File: config.mk
export PLATFORM = sky130hd
export DESIGN_NAME = seg_display_mux_flat
export DESIGN_NICKNAME = d
export VERILOG_FILES = /design/src/rtl/seg_pkg.sv /design/src/rtl/seg_display_mux_if.sv /design/src/rtl/seg_hex_decoder.sv /design/src/rtl/seg_display_mux.sv /design/src/flat_wrapper.sv
export SDC_FILE = /design/constraint.sdc
export NUM_CORES = 1
export LEC_CHECK = 0
export ABC_AREA = 0
export BUFFER_PORTS_ARGS = -buffer_cell sky130_fd_sc_hd__buf_2
export CORE_MARGIN = 1
export CORE_UTILIZATION = 40
export CTS_CLUSTER_SIZE = 30
export DETAILED_ROUTE_END_ITERATION = 12
export PLACE_DENSITY_LB_ADDON = 0.1
export SETUP_SLACK_MARGIN = 0.5
export SYNTH_ARGS = -nofsm -noshare
export SYNTH_HDL_FRONTEND = slang
export SYNTH_HIERARCHICAL = 1
export SYNTH_SLANG_ARGS = --single-unit
File: constraint.sdc
create_clock -name clk -period 6.08 [get_ports clk]
set_input_delay 0.304 -clock clk [delete_from_list [all_inputs] [get_ports clk]]
set_output_delay 0.304 -clock clk [all_outputs]
set_load 0.02 [all_outputs]
File: src/rtl/seg_pkg.sv
// seg_pkg: shared 7-segment types, active-high glyph table and polarity helper
//   seg_t      7-bit segment vector, bit0 = a ... bit6 = g
//   SEG_GLYPH  hex glyphs 0-9, A, b, C, d, E, F (1 = segment lit)
//   SEG_OFF    all segments dark (active-high)
//   to_level   maps an active-high bit onto the pin polarity
package seg_pkg;
    typedef logic [6:0] seg_t;
    localparam seg_t SEG_OFF = 7'h00;
    localparam seg_t SEG_GLYPH [16] = '{
        7'h3F, 7'h06, 7'h5B, 7'h4F, 7'h66, 7'h6D, 7'h7D, 7'h07,
        7'h7F, 7'h6F, 7'h77, 7'h7C, 7'h39, 7'h5E, 7'h79, 7'h71
    };
    function automatic logic to_level(input bit active_low, input logic v);
        return active_low ? ~v : v;
    endfunction
endpackage

File: src/rtl/seg_display_mux_if.sv
// seg_display_mux_if: register-side inputs and board-side outputs of the display driver
//   value/dp_in/blank_in/lz_en/bright  master -> slave, sampled once per frame
//   an/seg/dp/frame_tick               slave -> master, display pins and frame pulse
interface seg_display_mux_if import seg_pkg::*; #(
    parameter int NUM_DIGITS = 4,
    parameter int BRIGHT_W   = 4
);
    logic [4*NUM_DIGITS-1:0] value;
    logic [NUM_DIGITS-1:0]   dp_in;
    logic [NUM_DIGITS-1:0]   blank_in;
    logic                    lz_en;
    logic [BRIGHT_W-1:0]     bright;
    logic [NUM_DIGITS-1:0]   an;
    seg_t                    seg;
    logic                    dp;
    logic                    frame_tick;
    modport master (output value, dp_in, blank_in, lz_en, bright, input an, seg, dp, frame_tick);
    modport slave (input value, dp_in, blank_in, lz_en, bright, output an, seg, dp, frame_tick);
endinterface

File: src/rtl/seg_hex_decoder.sv
// seg_hex_decoder: combinational hex nibble to active-high 7-segment glyph
//   nib_i  hex digit
//   seg_o  glyph, bit0 = a ... bit6 = g
module seg_hex_decoder import seg_pkg::*; (
    input  logic [3:0] nib_i,
    output seg_t       seg_o
);
    assign seg_o = SEG_GLYPH[nib_i];
endmodule

File: src/rtl/seg_display_mux.sv
// seg_display_mux: time-multiplexed N-digit 7-segment driver with frame snapshot, PWM and guard
//   clk, rst_n  clock, asynchronous active-low reset
//   bus         slave side of seg_display_mux_if (inputs sampled at frame edge, registered pins out)
module seg_display_mux import seg_pkg::*; #(
    parameter int NUM_DIGITS     = 4,
    parameter int CPD            = 25000,
    parameter int GUARD          = 2,
    parameter int BRIGHT_W       = 4,
    parameter bit AN_ACTIVE_LOW  = 1'b1,
    parameter bit SEG_ACTIVE_LOW = 1'b1
) (
    input logic              clk,
    input logic              rst_n,
    seg_display_mux_if.slave bus
);
    localparam int TW = $clog2(CPD + 1);
    localparam int DW = NUM_DIGITS > 1 ? $clog2(NUM_DIGITS) : 1;
    localparam logic [NUM_DIGITS-1:0] AN_IDLE = {NUM_DIGITS{AN_ACTIVE_LOW}};
    localparam seg_t SEG_IDLE = SEG_ACTIVE_LOW ? ~SEG_OFF : SEG_OFF;

    logic [TW-1:0]           tick_q, tick_d, on_len_q, on_len_d;
    logic [DW-1:0]           digit_q, digit_d;
    logic                    load_pend_q;
    logic [4*NUM_DIGITS-1:0] value_q;
    logic [NUM_DIGITS-1:0]   dp_snap_q, blank_q, lz_sup;
    logic                    lz_q;
    logic [NUM_DIGITS-1:0]   an_q, an_d;
    seg_t                    seg_q, seg_d, glyph;
    logic                    dp_q, dp_d, ft_q;
    logic                    wrap, snap, win, seg_on, dp_on, run;

    assign wrap = tick_q == TW'(CPD - 1);
    // Frame edge closes digit 0's last cycle; load_pend forces one capture right after reset.
    assign snap = load_pend_q || (wrap && digit_q == '0);
    assign tick_d = wrap ? '0 : tick_q + 1'b1;
    assign digit_d = wrap ? (digit_q == '0 ? DW'(NUM_DIGITS - 1) : digit_q - 1'b1) : digit_q;
    assign on_len_d = &bus.bright ? TW'(CPD) : TW'((CPD * int'(bus.bright)) >> BRIGHT_W);

    // A digit is suppressed while every nibble from the top down to it is zero.
    always_comb begin
        lz_sup = '0;
        run = lz_q;
        for (int i = NUM_DIGITS - 1; i >= 0; i--) begin
            run = run && (value_q[4*i +: 4] == 4'h0);
            lz_sup[i] = run && (i != 0);
        end
    end

    seg_hex_decoder u_dec (
        .nib_i (value_q[4*digit_q +: 4]),
        .seg_o (glyph)
    );

    assign win = tick_q >= TW'(GUARD) && tick_q < on_len_q && !blank_q[digit_q];
    assign seg_on = win && !lz_sup[digit_q];
    assign dp_on = win && dp_snap_q[digit_q];

    always_comb begin
        an_d = '0;
        seg_d = '0;
        for (int i = 0; i < NUM_DIGITS; i++)
            an_d[i] = to_level(AN_ACTIVE_LOW, (seg_on || dp_on) && digit_q == DW'(i));
        for (int i = 0; i < 7; i++)
            seg_d[i] = to_level(SEG_ACTIVE_LOW, seg_on && glyph[i]);
        dp_d = to_level(SEG_ACTIVE_LOW, dp_on);
    end

    always_ff @(posedge clk or negedge rst_n) begin
        if (!rst_n) begin
            tick_q      <= '0;
            digit_q     <= DW'(NUM_DIGITS - 1);
            load_pend_q <= 1'b1;
            value_q     <= '0;
            dp_snap_q   <= '0;
            blank_q     <= '0;
            lz_q        <= 1'b0;
            on_len_q    <= '0;
            an_q        <= AN_IDLE;
            seg_q       <= SEG_IDLE;
            dp_q        <= SEG_ACTIVE_LOW;
            ft_q        <= 1'b0;
        end else begin
            tick_q      <= tick_d;
            digit_q     <= digit_d;
            load_pend_q <= 1'b0;
            ft_q        <= snap;
            an_q        <= an_d;
            seg_q       <= seg_d;
            dp_q        <= dp_d;
            if (snap) begin
                value_q   <= bus.value;
                dp_snap_q <= bus.dp_in;
                blank_q   <= bus.blank_in;
                lz_q      <= bus.lz_en;
                on_len_q  <= on_len_d;
            end
        end
    end

    assign bus.an = an_q;
    assign bus.seg = seg_q;
    assign bus.dp = dp_q;
    assign bus.frame_tick = ft_q;
endmodule

File: src/flat_wrapper.sv
// flat-port wrapper written by rule: the top's interface ports become plain ports
module seg_display_mux_flat import seg_pkg::*;
#(
    parameter int NUM_DIGITS     = 4,
    parameter int CPD            = 25000,
    parameter int GUARD          = 2,
    parameter int BRIGHT_W       = 4,
    parameter bit AN_ACTIVE_LOW  = 1'b1,
    parameter bit SEG_ACTIVE_LOW = 1'b1
)
  (clk, rst_n, bus_value, bus_dp_in, bus_blank_in, bus_lz_en, bus_bright, bus_an, bus_seg, bus_dp, bus_frame_tick);
  seg_display_mux_if #(.NUM_DIGITS(NUM_DIGITS), .BRIGHT_W(BRIGHT_W)) bus_i ();
  input logic clk;
  input logic rst_n;
  input wire logic [$bits(bus_i.value)-1:0] bus_value;
  input wire logic [$bits(bus_i.dp_in)-1:0] bus_dp_in;
  input wire logic [$bits(bus_i.blank_in)-1:0] bus_blank_in;
  input wire logic [$bits(bus_i.lz_en)-1:0] bus_lz_en;
  input wire logic [$bits(bus_i.bright)-1:0] bus_bright;
  output wire logic [$bits(bus_i.an)-1:0] bus_an;
  output wire logic [$bits(bus_i.seg)-1:0] bus_seg;
  output wire logic [$bits(bus_i.dp)-1:0] bus_dp;
  output wire logic [$bits(bus_i.frame_tick)-1:0] bus_frame_tick;
  assign bus_i.value = bus_value;
  assign bus_i.dp_in = bus_dp_in;
  assign bus_i.blank_in = bus_blank_in;
  assign bus_i.lz_en = bus_lz_en;
  assign bus_i.bright = bus_bright;
  assign bus_an = bus_i.an;
  assign bus_seg = bus_i.seg;
  assign bus_dp = bus_i.dp;
  assign bus_frame_tick = bus_i.frame_tick;
  seg_display_mux #(.NUM_DIGITS(NUM_DIGITS), .CPD(CPD), .GUARD(GUARD), .BRIGHT_W(BRIGHT_W), .AN_ACTIVE_LOW(AN_ACTIVE_LOW), .SEG_ACTIVE_LOW(SEG_ACTIVE_LOW)) u_core (.clk(clk), .rst_n(rst_n), .bus(bus_i));
endmodule
==> flow_summary_export.csv, run 1 <==
group,metric,value,unit
status,status,"complete, no violations",
critical_path,cp.arrival,3.42,ns
logic_synthesis,syn_inst,429,
job,cap_violations,0,
global_route,grt_pass1_wl,14.7,mm
global_route,grt_pass1_vias,2964,
die,fp.dieW,105,um
finish,nets,547,
pwr,power.density,247,nW/um^2
sta,slew_violations,0,
clock_network,cts-resized-gates,0,
finish,layout_common_cells,"nand2_1, dfrtp_1, ha_1",
clock_network,ctsHoldBuffers,0,
critical_path,worstPathMaxFanout,42,
clock_network,clk_pin_slew,0.08,ns
clock_network,post_cts_buffers,0,
detailed_routing,drt_pre_antenna_iters,4,
critical_path,startpoint,"u_core/tick_q[9]",
detailed_routing,ant_nets,0,
global_route,grt_start_max_net_pins,72,
die,dieArea,10900,um^2
logic_synthesis,synth-async-reset-ratio,1.00,
sta,finalCritPeriodShare,0.527,
logic_synthesis,syn-mean-instance-area,9.82,um^2
global_route,antenna_found_initial,0,
sta,worstMarginPinSlew,0.884,ns
logic_synthesis,synth_nets,506,
clock_network,clockRootBuffer,"clkbuf_8",
detailed_routing,routed_via_density,5.00,
sta,setup_ws,2.88,ns
pwr,pwr-share-comb,0.189,
die,fp-row-count,37,
clock_network,cts_buffers,9,
logic_synthesis,yosysSeqAreaShare,0.426,
critical_path,endpoint,"u_core/on_len_q[14]",
critical_path,critPathKind,"flop to flop",
die,ioPinCount,44,
detailed_routing,wl_per_cell,14.0,um
detailed_routing,drt_wl_total,8.57,mm
sta,fmax,312,MHz
min_path,hp-class,"input pin to async pin",
pwr,p_sw_frac,0.283,
sta,relSlewSlack,0.411,
pwr,power.internal,841,uW
pwr,switching_power,332,uW
critical_path,startpoint_type,"flop",
place,dpl.hpwl,6.15,mm
sta,rsz0062_at_grt,"no",
finish,drive_above_1_share,0.196,
finish,final_cell_area,4750,um^2
critical_path,r2r-end,"u_core/on_len_q[14]",
clock_network,clk_path_buf_depth,2,
sta,tns,0,ns
logic_synthesis,synth_top_area_frac,0.333,
global_route,track_usage,0.170,
pwr,ir_drop,131,uV
critical_path,cp-end-kind,"flop",
critical_path,reg2reg_depth,7,
pwr,p_total,1170,uW
die,dieHeight,105,um
detailed_routing,num_vias,3053,
logic_synthesis,ys_seq_elements,71,
pwr,power.static_leakage,0.00236,uW
place,finalWeightedCongestion,0.770,
critical_path,rrSetupSlack,2.88,ns
logic_synthesis,ys.flop_type,"dfrtp_1",
sta,setup_violations,0,
finish,fillers,1029,
critical_path,worstPathRequired,6.29,ns
logic_synthesis,yosys.area.top_type,"dfrtp_1",
sta,final_hold_viol_count,0,
logic_synthesis,synthTopCellsByArea,"dfrtp_1, ha_1, dfstp_2",
pwr,p_clk_frac,0.354,
clock_network,cts_tree,"built",
logic_synthesis,ys.warnings.count,6,
critical_path,worstReg2RegStart,"u_core/tick_q[9]",
clock_network,cts_num_sinks,71,
clock_network,insertion_delay,0.35,ns
detailed_routing,drc,0,
detailed_routing,drt-initial-drc-count,145,
place,portBuffers,43,
place,post-place-ws,2.87,ns
logic_synthesis,ys_types,61,
logic_synthesis,syn-cell-area,4210,um^2
clock_network,htreeDepth,3,
die,initial_core_util,0.410,
die,fp.coreArea,10300,um^2
finish,antenna_cells,0,
place,placed_cell_area,4530,um^2
finish,layout_commonest_cell,"nand2_1",
logic_synthesis,synth_edf_count,0,
finish,area_growth,12.9,%
sta,fin_crit,3.20,ns
pwr,pwr-share-seq,0.457,
sta,finClkSkew,0.00927,ns
global_route,grt-ovfl-total,0,
-- area by class of cell --
class,count,area (um^2),share of cell area
timing repair buffer,46,238,0.0500
tap,136,170,0.0358
clock buffer,9,124,0.0261
inverter,30,113,0.0237
sequential,71,1800,0.378
multi-input combinational,312,2220,0.467
clock inverter,7,96.3,0.0203
-- routing by layer --
layer,share of wire,GRT usage,vias up
met5,0,0,-
met4,0.011,0.0604,0
met3,0.030,0.0343,7
met2,0.43,0.242,52
met1,0.53,0.256,1430
li1,-,-,1564
-- power groups by stage --
| stage | clock network [uW] | logic (uW) | registers (uW) |
|---|---|---|---|
| 2_1_floorplan | 0 | 147 | 553 |
| 3_3_place_gp | 0 | 221 | 544 |
| 3_5_place_dp | 0 | 223 | 545 |
| 4_1_cts | 430 | 224 | 536 |
| 5_1_grt | 449 | 252 | 541 |
| 6_report | 415 | 222 | 535 |
-- how the worst min path moves through the flow --
stage                        start             endpoint  slack [ns]  cells past startpoint
2_1_floorplan                rst_n    u_core/blank_q[0]       0.008                      0
3_3_place_gp   u_core/dp_snap_q[2]  u_core/dp_snap_q[2]        0.45                      2
3_5_place_dp     u_core/value_q[2]    u_core/value_q[2]        0.46                      2
4_1_cts            bus_blank_in[3]    u_core/blank_q[3]        0.13                      3
5_1_grt               bus_value[8]    u_core/value_q[8]        0.14                      3
6_report                     rst_n     u_core/tick_q[9]        0.14                      2
-- sequential cells by signal, summed over array words and instances (netlist names), 2 cells and up --
register / cells
u_core/bus.seg: 7
u_core/blank_q: 4
u_core/digit_q: 2
u_core/on_len_q: 15
u_core/value_q: 16
u_core/tick_q: 15
u_core/bus.an: 4
u_core/dp_snap_q: 4
-- cells in the mapped netlist, types with 3 or more instances --
cell type	number
buf_2	3
a21oi_1	12
dfstp_2	15
o22ai_1	3
inv_1	29
nand4_1	3
nor2_1	22
ha_1	46
xnor2_1	8
a21o_1	8
o21ai_1	9
mux4_2	6
nor3_1	6
and4_1	3
dfrtp_1	56
clkbuf_1	8
nand3_1	22
nand2_1	89
nor4_1	5
mux2i_1	3
xor2_1	15
buf_4	4
a211oi_1	4
-- worst max-delay path, stage by stage (launching register included) --
cell       delay [ns]
dfrtp_1          0.44
or4_4            0.58
nor4_4           0.68
a21oi_2          0.12
buf_4            0.28
inv_2            0.55
nand2_1          0.22
a2bb2oi_1        0.19
-- kinds of logic after synthesis --
logic type	count (synthesis)	synth area share
XOR/XNOR	23	0.0478
AND/OR/NAND/NOR	166	0.180
flip-flops	71	0.426
adder cells (fa/ha/maj)	46	0.137
buffers and inverters	46	0.0472
other	1	0.000890
multiplexers	13	0.0544
AO/OA/AOI/OAI	63	0.107
-- per-stage QoR --
| step | instances | utilization | hold WS [ns] |
|---|---|---|---|
| 6_report | 611 | 0.463 | 0.142 |
| 5_1_grt | 611 | 0.463 | 0.144 |
| 4_1_cts | 611 | 0.463 | 0.131 |
| 3_5_place_dp | 595 | 0.441 | 0.456 |
| 3_3_place_gp | 595 | 0.441 | 0.448 |
| 2_1_floorplan | 429 | - | 0.00841 |
No activity file was read; power rests on OpenSTA's default activity.
==> run 2, diff against run 1 <==
Settings changed: ABC_AREA 0 to 1.
Clock period 6.08 ns to 2.92 ns, I/O delays scaled along.
==> flow_summary_export.csv, run 2 <==
group,metric,value,unit
global_route,grt_pass1_wl,17.1,mm
critical_path,cp.arrival,2.59,ns
status,status,"complete, no violations",
critical_path,crit_chain,"clkinvlp_4, buf_4, o21ai_0, o22ai_1, inv_1, ha_1, nand2_1, o21ai_0, nand2_1, nand2_1, nand4_1",
sta,worstMarginPinSlew,0.836,ns
clock_network,cts_buffers,9,
finish,drive_above_1_share,0.156,
global_route,grt_pass1_vias,3546,
logic_synthesis,syn-mean-instance-area,7.73,um^2
clock_network,insertion_delay,0.35,ns
die,initial_core_util,0.409,
logic_synthesis,yosysSeqAreaShare,0.405,
pwr,switching_power,748,uW
pwr,p_sw_frac,0.306,
critical_path,slowest_delay,0.71,ns
pwr,ir_drop,232,uV
finish,area_growth,18.4,%
pwr,power.internal,1700,uW
critical_path,crit_top_cell,"nand2_1",
place,placed_cell_area,4780,um^2
finish,regArea,1800,um^2
job,cap_violations,0,
global_route,track_usage,0.190,
place,place_inst,747,
detailed_routing,drt-initial-drc-count,191,
logic_synthesis,yosys.area.top_type,"dfrtp_1",
finish,multi_input_area,2260,um^2
sta,fin_crit,2.31,ns
die,fp.coreArea,10800,um^2
logic_synthesis,synth-async-reset-ratio,1.00,
finish,layout_commonest_cell,"nand2_1",
clock_network,clockRootBuffer,"clkbuf_8",
detailed_routing,drt_wl_total,9.96,mm
clock_network,clk_pin_slew,0.08,ns
critical_path,worstPathRequired,3.21,ns
sta,slew_violations,0,
pwr,p_clk_frac,0.339,
global_route,grt-ovfl-total,0,
logic_synthesis,synth_nets,651,
critical_path,startpoint_type,"flop",
critical_path,worstPathMaxFanout,16,
sta,finalCritPeriodShare,0.790,
finish,antenna_cells,0,
sta,setup_violations,0,
die,fp-row-count,38,
detailed_routing,num_vias,3770,
critical_path,cp-end-kind,"flop",
sta,final_hold_viol_count,0,
finish,final_util,0.485,
die,dieArea,11500,um^2
finish,layout_common_cells,"nand2_1, inv_1, dfrtp_1",
finish,max_flop_register,"u_core/value_q",
place,portBuffers,43,
clock_network,cts_tree,"built",
critical_path,cpMaxStageDelayCell,"dfstp_4",
finish,reg_top3,"u_core/value_q (16), u_core/on_len_q (15), u_core/tick_q (15)",
global_route,antenna_found_initial,0,
place,finalWeightedCongestion,0.853,
finish,final_cell_area,5250,um^2
detailed_routing,wl_per_cell,12.6,um
pwr,pwr-share-comb,0.204,
detailed_routing,routed_via_density,4.78,
die,dieHeight,107,um
logic_synthesis,ys_types,35,
sta,tns,0,ns
global_route,grt_start_max_net_pins,38,
sta,relSlewSlack,0.442,
die,fp.dieW,107,um
logic_synthesis,yosys-top-cells-count,"nand2_1, inv_1, dfrtp_1, nor2_1, ha_1",
sta,finClkSkew,0.0117,ns
logic_synthesis,ys_seq_elements,71,
critical_path,critPathKind,"flop to flop",
detailed_routing,ant_nets,0,
pwr,power.static_leakage,0.00278,uW
sta,holdWs,0.0173,ns
finish,fin_cells,789,
place,dpl.hpwl,7.39,mm
finish,nets,721,
pwr,pwr-share-seq,0.457,
sta,rsz0062_at_grt,"no",
die,ioPinCount,44,
pwr,power.density,465,nW/um^2
finish,largest_reg_flops,16,
logic_synthesis,ys.flop_type,"dfrtp_1",
clock_network,clk_path_buf_depth,2,
clock_network,cts_num_sinks,71,
logic_synthesis,ys.warnings.count,6,
logic_synthesis,yosysMostFrequentCell,"nand2_1",
critical_path,crit_family,"flip-flops",
logic_synthesis,syn-cell-area,4440,um^2
finish,fillers,1109,
detailed_routing,drt_pre_antenna_iters,6,
logic_synthesis,synth_top_area_frac,0.316,
clock_network,htreeDepth,3,
logic_synthesis,synthTopCellsByArea,"dfrtp_1, nand2_1, ha_1",
min_path,hp-class,"input pin to flop",
logic_synthesis,synth_edf_count,0,
logic_synthesis,syn_inst,574,
critical_path,path_buf_inv,3,
sta,fmax,434,MHz
detailed_routing,drc,0,
[run 2: cell count changes in the layout (fill, tap and decap cells not counted), moves of 5 or more]
cell,before,now
nor2_1,22,48
a21o_1,8,1
dlygate4sd3_1,0,22
o21ai_0,2,34
nor4_1,5,0
inv_1,29,75
nand4_1,3,13
mux4_2,6,0
nand2_1,89,174
inv_2,1,6
xor2_1,15,7
o21ai_1,9,0
[run 2: routing by layer]
layer,up-vias,GRT usage,wire length [um]
met3,4,0.0400,363
met1,1729,0.264,5020
met2,70,0.298,4530
met4,0,0.0558,46
li1,1967,-,-
met5,-,0,0
[run 2: path summary, 6_finish.rpt]
path                                   startpoint             endpoint  slack (ns)  cells past startpoint
min in group asynchronous                   rst_n     u_core/tick_q[0]        0.43                      2
worst max-delay path            u_core/digit_q[0]    u_core/bus.seg[3]        0.61                     11
worst min register to register  u_core/value_q[2]    u_core/value_q[2]        0.49                      2
worst min-delay path                bus_value[14]   u_core/value_q[14]        0.02                      3
worst max register to register  u_core/digit_q[0]    u_core/bus.seg[3]        0.61                     11
max in group asynchronous                   rst_n  u_core/on_len_q[10]        1.82                      3
[run 2: worst register-to-register path: cells and delay by family, from the launching register on]
| kind | cells | cell delay [ns] |
|---|---|---|
| buffers and inverters | 3 | 0.57 |
| and+or+nand+nor | 4 | 0.30 |
| AOI/OAI and AO/OA | 3 | 0.43 |
| DFF | 1 | 0.71 |
| adders and majority gates | 1 | 0.25 |
[run 2: logic make-up (layout without fill, tap and decap cells)]
logic type,Yosys count,after routing,share of synthesized area
adders and majority gates,46,46,0.130
and+or+nand+nor,282,282,0.269
DFF,71,71,0.405
AOI/OAI and AO/OA,68,68,0.0866
other,1,1,0.000845
xor gates and xnor gates,11,11,0.0217
buffers and inverters,95,170,0.0874
[run 2: per-stage QoR]
| stage | power (uW) | setup slack (ns) |
|---|---|---|
| global placement | 1600 | 0.554 |
| global route | 2600 | 0.490 |
| floorplan | 1460 | 0.737 |
| CTS | 2480 | 0.578 |
| finish | 2450 | 0.614 |
| detailed placement | 1610 | 0.455 |
[run 2: power groups by stage]
stage	clock network (uW)	logic [uW]	registers (uW)
after floorplan	0	315	1150
after global placement	0	470	1130
after detailed placement	0	478	1140
after CTS	861	504	1120
after global routing	899	576	1130
final	829	499	1120
[run 2: cell type report]
class | count | share of cell area
Multi-Input combinational cell | 408 | 0.431
Sequential cell | 71 | 0.342
Timing Repair Buffer | 72 | 0.0953
Inverter | 82 | 0.0593
Tap cell | 140 | 0.0333
Clock buffer | 10 | 0.0262
Clock inverter | 6 | 0.0129
[run 2: repair_timing]
action,CTS,global route
hold endpoints to repair,40,0
endpoints found under the setup margin,1,7
hold buffers,22,0
resized for setup,1,4
buffers inserted,0,4
